`src/rtl/avmm_block_reader_if.sv`:
```
// Avalon-MM read bus plus valid/ready output stream used by avmm_block_reader.
// The master modport is the reader side; the slave modport is the memory/sink side.
interface avmm_block_reader_if #(
    parameter int ADDR_W = 13,
    parameter int DATA_W = 32
);
    logic [ADDR_W-1:0]   avm_address;
    logic                avm_chipselect;
    logic                avm_write;
    logic [DATA_W/8-1:0] avm_byteenable;
    logic [DATA_W-1:0]   avm_readdata;

    logic [DATA_W-1:0]   st_data;
    logic                st_valid;
    logic                st_ready;
    logic                st_sop;
    logic                st_eop;

    modport master (
        output avm_address, avm_chipselect, avm_write, avm_byteenable,
        input  avm_readdata,
        output st_data, st_valid, st_sop, st_eop,
        input  st_ready
    );

    modport slave (
        input  avm_address, avm_chipselect, avm_write, avm_byteenable,
        output avm_readdata,
        input  st_data, st_valid, st_sop, st_eop,
        output st_ready
    );
endinterface

```
`src/rtl/avmm_block_reader.sv`:
```
// Avalon-MM block reader: streams word_count words from a fixed-latency RAM with SOP/EOP framing.
// Optional continuous looping is enabled with the AVMM_BLOCK_READER_LOOP_EN macro.
module avmm_block_reader #(
    parameter int ADDR_W       = 13,
    parameter int DATA_W       = 32,
    parameter int READ_LATENCY = 1,
    parameter int FIFO_DEPTH   = 4
) (
    input  logic                clk,
    input  logic                reset_n,
    input  logic                start,
    input  logic [ADDR_W-1:0]   base_addr,
    input  logic [ADDR_W:0]     word_count,
    input  logic                abort,
`ifdef AVMM_BLOCK_READER_LOOP_EN
    input  logic                loop,
`endif
    output logic                busy,
    output logic                done,
    avmm_block_reader_if.master bus
);
    localparam logic [1:0] S_IDLE  = 2'd0;
    localparam logic [1:0] S_ISSUE = 2'd1;
    localparam logic [1:0] S_DRAIN = 2'd2;

    localparam int PTR_W = (FIFO_DEPTH > 1) ? $clog2(FIFO_DEPTH) : 1;
    localparam int CNT_W = PTR_W + 2;
    localparam logic [CNT_W-1:0] DEPTH_V = CNT_W'(FIFO_DEPTH);
    localparam int ENT_W = DATA_W + 2;

    logic [1:0]              state_q, state_d;
    logic [ADDR_W-1:0]       addr_q, addr_d;
    logic [ADDR_W-1:0]       base_q, base_d;
    logic [ADDR_W:0]         rem_q, rem_d;
    logic [ADDR_W:0]         count_q, count_d;
    logic                    loop_q, loop_d;
    logic                    done_q, done_d;

    logic [READ_LATENCY-1:0] pipe_vld_q, pipe_vld_d;
    logic [READ_LATENCY-1:0] pipe_sop_q, pipe_sop_d;
    logic [READ_LATENCY-1:0] pipe_eop_q, pipe_eop_d;

    logic [ENT_W-1:0]        fifo_mem_q [FIFO_DEPTH];
    logic [ENT_W-1:0]        fifo_mem_d [FIFO_DEPTH];
    logic [PTR_W-1:0]        wr_ptr_q, wr_ptr_d;
    logic [PTR_W-1:0]        rd_ptr_q, rd_ptr_d;
    logic [PTR_W:0]          fifo_cnt_q, fifo_cnt_d;

    logic                    loop_in;
    logic [CNT_W-1:0]        inflight;
    logic                    issue;
    logic                    push;
    logic                    pop;
    logic [ENT_W-1:0]        head;
    logic                    flush;

`ifdef AVMM_BLOCK_READER_LOOP_EN
    assign loop_in = loop;
`else
    assign loop_in = 1'b0;
`endif

    assign head         = fifo_mem_q[rd_ptr_q];
    assign bus.st_valid = (fifo_cnt_q != '0);
    assign bus.st_data  = head[DATA_W-1:0];
    assign bus.st_sop   = bus.st_valid & head[DATA_W];
    assign bus.st_eop   = bus.st_valid & head[DATA_W+1];

    assign bus.avm_address    = addr_q;
    assign bus.avm_chipselect = issue;
    assign bus.avm_write      = 1'b0;
    assign bus.avm_byteenable = '1;

    assign busy = (state_q != S_IDLE);
    assign done = done_q;

    // Credit rule: a read is only issued if its return is guaranteed a FIFO slot.
    always_comb begin
        inflight = '0;
        for (int i = 0; i < READ_LATENCY; i++) begin
            inflight = inflight + CNT_W'(pipe_vld_q[i]);
        end
        issue = (state_q == S_ISSUE) && ((CNT_W'(fifo_cnt_q) + inflight) < DEPTH_V);
        push  = pipe_vld_q[READ_LATENCY-1];
        pop   = bus.st_valid & bus.st_ready;
        flush = abort && (state_q != S_IDLE);
    end

    always_comb begin
        state_d = state_q;
        addr_d  = addr_q;
        base_d  = base_q;
        rem_d   = rem_q;
        count_d = count_q;
        loop_d  = loop_q;
        done_d  = 1'b0;

        case (state_q)
            S_IDLE: begin
                if (start && !abort) begin
                    base_d  = base_addr;
                    addr_d  = base_addr;
                    count_d = word_count;
                    rem_d   = word_count;
                    loop_d  = loop_in;
                    if (word_count == '0) begin
                        done_d = 1'b1;
                    end else begin
                        state_d = S_ISSUE;
                    end
                end
            end
            S_ISSUE: begin
                if (issue) begin
                    addr_d = addr_q + 1'b1;
                    rem_d  = rem_q - 1'b1;
                    if (rem_q == (ADDR_W+1)'(1)) begin
                        if (loop_q) begin
                            addr_d = base_q;
                            rem_d  = count_q;
                        end else begin
                            state_d = S_DRAIN;
                        end
                    end
                end
            end
            default: ;
        endcase

        if (pop && head[DATA_W+1] && (state_q != S_IDLE)) begin
            done_d = 1'b1;
            if (state_q == S_DRAIN) begin
                state_d = S_IDLE;
            end
        end

        if (flush) begin
            state_d = S_IDLE;
            done_d  = 1'b0;
        end
    end

    // Issue tags ride the latency pipeline so framing stays correct across looped blocks.
    always_comb begin
        pipe_vld_d    = '0;
        pipe_sop_d    = '0;
        pipe_eop_d    = '0;
        pipe_vld_d[0] = issue;
        pipe_sop_d[0] = issue && (rem_q == count_q);
        pipe_eop_d[0] = issue && (rem_q == (ADDR_W+1)'(1));
        for (int i = 1; i < READ_LATENCY; i++) begin
            pipe_vld_d[i] = pipe_vld_q[i-1];
            pipe_sop_d[i] = pipe_sop_q[i-1];
            pipe_eop_d[i] = pipe_eop_q[i-1];
        end

        fifo_mem_d = fifo_mem_q;
        if (push) begin
            fifo_mem_d[wr_ptr_q] = {pipe_eop_q[READ_LATENCY-1], pipe_sop_q[READ_LATENCY-1],
                                    bus.avm_readdata};
        end
        wr_ptr_d   = wr_ptr_q + PTR_W'(push);
        rd_ptr_d   = rd_ptr_q + PTR_W'(pop);
        fifo_cnt_d = fifo_cnt_q + (PTR_W+1)'(push) - (PTR_W+1)'(pop);

        if (flush) begin
            pipe_vld_d = '0;
            pipe_sop_d = '0;
            pipe_eop_d = '0;
            wr_ptr_d   = '0;
            rd_ptr_d   = '0;
            fifo_cnt_d = '0;
        end
    end

    always_ff @(posedge clk or negedge reset_n) begin
        if (!reset_n) begin
            state_q    <= S_IDLE;
            addr_q     <= '0;
            base_q     <= '0;
            rem_q      <= '0;
            count_q    <= '0;
            loop_q     <= 1'b0;
            done_q     <= 1'b0;
            pipe_vld_q <= '0;
            pipe_sop_q <= '0;
            pipe_eop_q <= '0;
            fifo_mem_q <= '{default: '0};
            wr_ptr_q   <= '0;
            rd_ptr_q   <= '0;
            fifo_cnt_q <= '0;
        end else begin
            state_q    <= state_d;
            addr_q     <= addr_d;
            base_q     <= base_d;
            rem_q      <= rem_d;
            count_q    <= count_d;
            loop_q     <= loop_d;
            done_q     <= done_d;
            pipe_vld_q <= pipe_vld_d;
            pipe_sop_q <= pipe_sop_d;
            pipe_eop_q <= pipe_eop_d;
            fifo_mem_q <= fifo_mem_d;
            wr_ptr_q   <= wr_ptr_d;
            rd_ptr_q   <= rd_ptr_d;
            fifo_cnt_q <= fifo_cnt_d;
        end
    end
endmodule

```
`src/flat_wrapper.sv`:
```
// flat-port wrapper written by rule: the top's interface ports become plain ports
module avmm_block_reader_flat 
#(
    parameter int ADDR_W       = 13,
    parameter int DATA_W       = 32,
    parameter int READ_LATENCY = 1,
    parameter int FIFO_DEPTH   = 4
)
  (clk, reset_n, start, base_addr, word_count, abort, busy, done, bus_avm_address, bus_avm_chipselect, bus_avm_write, bus_avm_byteenable, bus_avm_readdata, bus_st_data, bus_st_valid, bus_st_sop, bus_st_eop, bus_st_ready);
  avmm_block_reader_if #(.ADDR_W(ADDR_W), .DATA_W(DATA_W)) bus_i ();
  input  logic clk;
  input  logic reset_n;
  input  logic start;
  input  logic [ADDR_W-1:0] base_addr;
  input  logic [ADDR_W:0] word_count;
  input  logic abort;
  output logic busy;
  output logic done;
  output wire logic [$bits(bus_i.avm_address)-1:0] bus_avm_address;
  output wire logic [$bits(bus_i.avm_chipselect)-1:0] bus_avm_chipselect;
  output wire logic [$bits(bus_i.avm_write)-1:0] bus_avm_write;
  output wire logic [$bits(bus_i.avm_byteenable)-1:0] bus_avm_byteenable;
  input wire logic [$bits(bus_i.avm_readdata)-1:0] bus_avm_readdata;
  output wire logic [$bits(bus_i.st_data)-1:0] bus_st_data;
  output wire logic [$bits(bus_i.st_valid)-1:0] bus_st_valid;
  output wire logic [$bits(bus_i.st_sop)-1:0] bus_st_sop;
  output wire logic [$bits(bus_i.st_eop)-1:0] bus_st_eop;
  input wire logic [$bits(bus_i.st_ready)-1:0] bus_st_ready;
  assign bus_avm_address = bus_i.avm_address;
  assign bus_avm_chipselect = bus_i.avm_chipselect;
  assign bus_avm_write = bus_i.avm_write;
  assign bus_avm_byteenable = bus_i.avm_byteenable;
  assign bus_i.avm_readdata = bus_avm_readdata;
  assign bus_st_data = bus_i.st_data;
  assign bus_st_valid = bus_i.st_valid;
  assign bus_st_sop = bus_i.st_sop;
  assign bus_st_eop = bus_i.st_eop;
  assign bus_i.st_ready = bus_st_ready;
  avmm_block_reader #(.ADDR_W(ADDR_W), .DATA_W(DATA_W), .READ_LATENCY(READ_LATENCY), .FIFO_DEPTH(FIFO_DEPTH)) u_core (.clk(clk), .reset_n(reset_n), .start(start), .base_addr(base_addr), .word_count(word_count), .abort(abort), .busy(busy), .done(done), .bus(bus_i));
endmodule
```
`config.mk`:
```
export PLATFORM = sky130hd
export DESIGN_NAME = avmm_block_reader_flat
export DESIGN_NICKNAME = d
export VERILOG_FILES = /design/src/rtl/avmm_block_reader_if.sv /design/src/rtl/avmm_block_reader.sv /design/src/flat_wrapper.sv
export SDC_FILE = /design/constraint.sdc
export NUM_CORES = 1
export LEC_CHECK = 0
export ABC_CLOCK_PERIOD_IN_PS = 4940
export BUFFER_PORTS_ARGS = -buffer_cell sky130_fd_sc_hd__clkbuf_2
export CAP_MARGIN = 20
export CORE_MARGIN = 2
export CORE_UTILIZATION = 30
export DETAILED_ROUTE_END_ITERATION = 8
export PLACE_DENSITY_LB_ADDON = 0.1
export SLEW_MARGIN = 20
export SYNTH_ARGS = -nofsm -noshare
export SYNTH_HDL_FRONTEND = slang
export SYNTH_SLANG_ARGS = --single-unit
```
`constraint.sdc`:
```
create_clock -name clk -period 4.94 [get_ports clk]
set_input_delay 0.247 -clock clk [delete_from_list [all_inputs] [get_ports clk]]
set_output_delay 0.247 -clock clk [all_outputs]
set_load 0.01 [all_outputs]
```
==> impl_metrics.ini, run 1 <==
[clock_tree]
cts.clk_slew.worst_paths_ns = 0.08
htreeDepth = 4
cts_tree = done
post_cts_buffers = 0
ctsResizeCount = 0
cts_made_buffers = 17
clkLatencyLatePin_ns = 0.44
cts_buffer_depth = 2
cts.sinks = 190
postCtsHoldBufs = 1
root_buffer = clkbuf_16

[timing]
relSlewSlack_pct = 28.00
rsz0062_at_grt = no
setup_viol_count_final = 0
timing.final.hold_violations = 0
period_needed_ns = 3.282
drv_slew = 0
hold_slack_ns = 0.05146
period_share_pct = 66.45
tightestPinTransition_ns = 1.080
timing.fmax_ghz = 0.3047
tns_ns = 0
setup_ws_ns = 1.658
fin_skew_ns = 0.01853

[placement]
placed_area_um2 = 10010
gp_congestion = 0.7687
preCtsSetupSlack_ns = 2.105
portBuffers = 114
post-dp-hpwl_um = 15470

[synthesis]
syn-cell-area_um2 = 9060
ys_warn_count = 0
synthCells = 704
synth_ff_type = dfrtp_1
ys_types = 54
synth_top_area_share_pct = 52.48
async_flop_share_pct = 100.0
synth_top_area_cell = dfrtp_1
synth-edff-count = 0
synth_area_leaders = dfrtp_1, mux2_2, mux4_2, nand2_1, o221ai_1
synth_sequential_area_ratio_pct = 52.48
synth_seq_cells = 190
syn_avg_cell_area_um2 = 12.87

[detailed_routing]
viasPerCell = 5.140
first_iter_violations = 395
dr.pass1.iters = 4
via_count = 6183
routedWlPerCell_um = 19.41
drc_errors = 0
antenna_left = 0
wl_um = 23350

[floorplanning]
dieHeight_um = 177.8
rows = 63
start_util_pct = 30.49
dieArea_um2 = 31610
num_io_pins = 120
die_x_um = 177.8
core_area_um2 = 29720

[setup_path]
slowest_stage = nor2b_1
r2r_slack_ns = 2.18
cp_cell_sequence = nor2b_1 -> buf_4 -> nand2_1 -> inv_1 -> clkbuf_2
path_max_fanout = 17
setup.worst_path.end = bus_avm_chipselect
start_kind = flip-flop
cp-startpoint = u_core.state_q[0]$_DFF_PN0_
crit_required_ns = 4.69
worst-r2r-cell-count = 5
critPathBufInv = 3
path_delay_family = buffers and inverters
worstPathArrival_ns = 3.04
endpoint_kind = primary output
path_class = reg2out
worst_path_largest_cell_delay_ns = 0.80
r2r_end = u_core.bus.avm_address[10]$_DFFE_PN0P_
worst-path-stages = 5
r2r_start = u_core.state_q[0]$_DFF_PN0_

[global_route]
grtUsageTotal_pct = 15.35
grt_pass1_wl_um = 37290
grt_pass1_vias = 6568
antenna_found_initial = 1
grt_max_degree = 126
grt_overflow_total = 0

[final_layout]
drive_gt1_share_pct = 41.08
diodes = 0
n_fill_cell = 2871
nNetsFinal = 874
area_growth_pct = 16.79
regArea_um2 = 4757
multiInputGateArea_um2 = 4068
final_util_pct = 35.61
final_area_um2 = 10580

[min_path]
min_path_type = in2reg

[run_status]
status = finished clean

[job]
drv_cap = 0

[power_and_ir_drop]
peakVddDrop_mv = 0.2481
p_per_area_nw_per_um2 = 610.3
p_leak_nw = 4.593
==> area by class of cell <==
cell class	count	share of cell area, %
clock inverter	13	1.218
timing repair buffer	127	6.433
multi-input combinational	457	38.44
sequential	190	44.96
tap	390	4.612
clock buffer	18	4.056
inverter	8	0.2838
==> worst min-delay path by stage <==
stage | startpoint | to | slack (ns) | cells past startpoint
4_1_cts | word_count[7] | u_core.count_q[7]$_DFFE_PN0P_ | 0.04 | 3
3_5_place_dp | reset_n | u_core.fifo_mem_q[106]$_DFFE_PN0P_ | 0.47 | 1
2_1_floorplan | reset_n | u_core.bus.avm_address[0]$_DFFE_PN0P_ | -0.05 | 0
5_1_grt | word_count[7] | u_core.count_q[7]$_DFFE_PN0P_ | 0.04 | 3
6_report | word_count[5] | u_core.count_q[5]$_DFFE_PN0P_ | 0.05 | 3
3_3_place_gp | reset_n | u_core.fifo_mem_q[72]$_DFFE_PN0P_ | 0.46 | 1
==> worst reg2reg max path: stages (launching register included) <==
cell	delay, ns
dfrtp_1	0.49
nor2b_1	0.80
buf_4	0.36
nand2_1	0.20
inv_1	0.51
o221ai_1	0.24
==> cells in the final DEF (no fill, tap or decap), types with 3 or more instances in the layout <==
cell type,instances
o221ai_1,18
conb_1,5
o22ai_1,3
nand3b_1,4
buf_4,12
o21ai_0,3
nand4_1,6
nor3_1,9
a21oi_1,9
nor4_1,10
dfrtp_1,188
clkbuf_16,17
a32oi_1,4
nand2b_1,5
a22oi_1,8
o211ai_1,5
ha_1,8
xnor2_1,3
o311ai_0,5
nand2_1,75
xor2_1,14
inv_6,5
clkinvlp_4,3
mux2_2,137
nor2b_1,5
or3_1,4
mux4_2,34
clkbuf_2,113
and2_1,6
nor2_1,27
inv_1,8
nand3_1,14
==> synthesized netlist by cell type, types with 5 or more instances <==
cell type and count:
mux4_2 34, xor2_1 14, clkbuf_1 38, a21oi_1 9
and2_1 6, dfrtp_1 190, o221ai_1 18, inv_1 8
a22oi_1 8, nand3_1 15, nand2b_1 5, buf_2 7
o311ai_0 5, nor2b_1 5, buf_4 6, nor3_1 11
ha_1 8, nor2_1 27, nand4_1 6, nand2_1 75
mux2_2 137, o211ai_1 5, nor4_1 10
==> layer usage <==
| metal | part of all wire [%] | vias to the layer above | track usage, % |
|---|---|---|---|
| met5 | 0.056 | - | 0 |
| met4 | 1.0 | 2 | 4.474 |
| met3 | 3.3 | 18 | 2.378 |
| met2 | 50 | 132 | 26.15 |
| met1 | 45 | 3246 | 20.15 |
| li1 | - | 2785 | - |
==> flip-flops by register name (all words and copies together), names as in the netlist, 2 cells and up <==
register / flops
u_core.rem_q: 14
u_core.fifo_cnt_q: 3
u_core.state_q: 2
u_core.count_q: 14
u_core.bus.avm_address: 13
u_core.wr_ptr_q: 2
u_core.fifo_mem_q: 136
u_core.rd_ptr_q: 2
==> through the flow <==
| step | std cells | power [mW] |
|---|---|---|
| final | 1203 | 6.458 |
| after global routing | 1203 | 6.917 |
| after CTS | 1203 | 6.565 |
| after detailed placement | 1171 | 5.199 |
| after global placement | 1171 | 5.083 |
| after floorplan | 707 | 4.350 |
==> power breakdown <==
part	internal, mW	switching (mW)
logic	1.29	0.975
clock network	0.706	0.641
registers	2.23	0.613
==> cell families (layout without fill, tap and decap cells) <==
group / Yosys count / count (layout) / share of synthesized area (%)
xor gates and xnor gates: 17 / 17 / 1.643
and+or+nand+nor: 180 / 180 / 9.584
muxes: 172 / 172 / 25.59
adders and majority gates: 9 / 9 / 1.326
buffers and inverters: 60 / 166 / 2.914
AOI/OAI and AO/OA: 74 / 74 / 6.380
other: 2 / 5 / 0.08289
DFF: 190 / 190 / 52.48
(Power assumes the default switching activity.)
==> run 2: changes to the inputs <==
--- a/config.mk
+++ b/config.mk
@@ -5,7 +5,7 @@
 export SDC_FILE = /design/constraint.sdc
 export NUM_CORES = 1
 export LEC_CHECK = 0
-export ABC_CLOCK_PERIOD_IN_PS = 4940
+export ABC_CLOCK_PERIOD_IN_PS = 3290
 export BUFFER_PORTS_ARGS = -buffer_cell sky130_fd_sc_hd__clkbuf_2
 export CAP_MARGIN = 20
 export CORE_MARGIN = 2
==> constraint.sdc (replaced) <==
create_clock -name clk -period 3.29 [get_ports clk]
set_input_delay 0.1645 -clock clk [delete_from_list [all_inputs] [get_ports clk]]
set_output_delay 0.1645 -clock clk [all_outputs]
set_load 0.01 [all_outputs]
==> impl_metrics.ini, run 2 (synthesis gave the netlist of run 1 again) <==
[global_route]
grtUsageTotal_pct = 15.50
grt_overflow_total = 0
antenna_found_initial = 1
grt_pass1_wl_um = 37520
grt_pass1_vias = 6869
grt_max_degree = 91

[clock_tree]
htreeDepth = 4
cts_tree = done
root_buffer = clkbuf_16
cts.sinks = 190
cts_buffer_depth = 2
cts_made_buffers = 17
cts.clk_slew.worst_paths_ns = 0.08
clkLatencyLatePin_ns = 0.44
ctsResizeCount = 0

[floorplanning]
num_io_pins = 120
rows = 63
dieHeight_um = 177.8
start_util_pct = 30.49
core_area_um2 = 29720
dieArea_um2 = 31610
die_x_um = 177.8

[timing]
timing.final.hold_violations = 0
timing.fmax_ghz = 0.3707
tightestPinTransition_ns = 0.9380
period_share_pct = 82.00
fin_skew_ns = 0.01049
relSlewSlack_pct = 37.46
rsz0062_at_grt = no
setup_viol_count_final = 0
drv_slew = 0
tns_ns = 0
period_needed_ns = 2.698

[placement]
gp_congestion = 0.7868
post-dp-hpwl_um = 15590
portBuffers = 114

[final_layout]
layout_common_cells = dfrtp_1, mux2_2, clkbuf_2
final_common_cell = dfrtp_1
drive_gt1_share_pct = 39.35
largest_reg_flops = 136
n_fill_cell = 2843
area_growth_pct = 23.10
reg_top3 = u_core.fifo_mem_q (136), u_core.count_q (14), u_core.rem_q (14)
nNetsFinal = 924
top_register = u_core.fifo_mem_q

[detailed_routing]
first_iter_violations = 346
antenna_left = 0
viasPerCell = 5.059
maxUsedRoutingLayer = met4
met1_length_um = 10310
wl_met2_um = 12000
routedWlPerCell_um = 18.75
dr.pass1.iters = 5
drc_errors = 0
via_count = 6349
met3_length_um = 915
wl_um = 23540

[setup_path]
worstPathArrival_ns = 2.53
start_kind = flip-flop
crit_required_ns = 3.13
path_max_fanout = 16
endpoint_kind = primary output
path_class = reg2out

[power_and_ir_drop]
finalPower_mw = 9.872
p_per_area_nw_per_um2 = 885.2
p_leak_nw = 4.837
peakVddDrop_mv = 0.3701

[job]
drv_cap = 0

[min_path]
min_path_type = in2reg

[run_status]
status = finished clean
-- run 2: worst paths after layout --
path | startpoint | end | slack (ns) | depth (start not counted)
setup / recovery | u_core.fifo_cnt_q[1]$_DFF_PN0_ | bus_avm_chipselect | 0.59 | 6
setup reg to reg | u_core.fifo_cnt_q[1]$_DFF_PN0_ | u_core.rem_q[12]$_DFFE_PN0P_ | 0.92 | 6
min in group asynchronous | reset_n | u_core.fifo_mem_q[106]$_DFFE_PN0P_ | 0.35 | 2
hold reg to reg | u_core.count_q[2]$_DFFE_PN0P_ | u_core.count_q[2]$_DFFE_PN0P_ | 0.50 | 2
hold / removal | bus_avm_readdata[3] | u_core.fifo_mem_q[3]$_DFFE_PN0P_ | 0.03 | 2
max in group asynchronous | reset_n | u_core.fifo_mem_q[117]$_DFFE_PN0P_ | 1.79 | 3
-- run 2: power by group --
part	switching, mW	total (mW)	leakage, nW	internal [mW]
sequential	0.832	4.19	2.27	3.35
clock	1.07	2.11	0.293	1.04
combinational	1.58	3.58	2.27	2.00
total	3.48	9.87	4.84	6.39
-- run 2: stage by stage --
stage	utilization, %	hold slack [ns]	area (um2)	setup WS, ns	cells
global route	37.53	0.01322	11150	0.4076	1255
global placement	33.88	0.2625	10070	0.9928	1175
finish	37.53	0.02606	11150	0.5922	1255
CTS	37.52	0.0002648	11150	0.5809	1254
floorplan	-	-0.1311	9071	1.249	707
detailed placement	33.88	0.2770	10070	0.9254	1175
-- run 2: area by class of cell --
type	instances	area, um2	area share (%)
flip-flops and latches	190	4757	42.65
well taps	390	488.0	4.375
inverters	8	30.03	0.2692
multi-input cells	457	4068	36.47
repair buffers	177	1195	10.71
diodes	1	2.502	0.02244
clock buffers	17	425.4	3.814
clock inverters	15	187.7	1.683
-- run 2: worst max-delay path: stages (launching register included) --
cell	delay, ns
dfrtp_1	0.46
ha_1	0.24
o211a_1	0.24
o22ai_1	0.28
nand2_1	0.13
inv_1	0.50
clkbuf_2	0.24
-- run 2: what timing repair did --
action                                 in CTS  in global routing
buffers inserted                            0                  0
endpoints found under the hold margin     208                  0
hold buffers                               47                  0
-- run 2: metal layers --
metal	vias to the layer above	track usage (%)
met1	3282	19.54
met4	0	4.235
li1	2900	-
met2	147	27.00
met3	20	3.063
met5	-	0
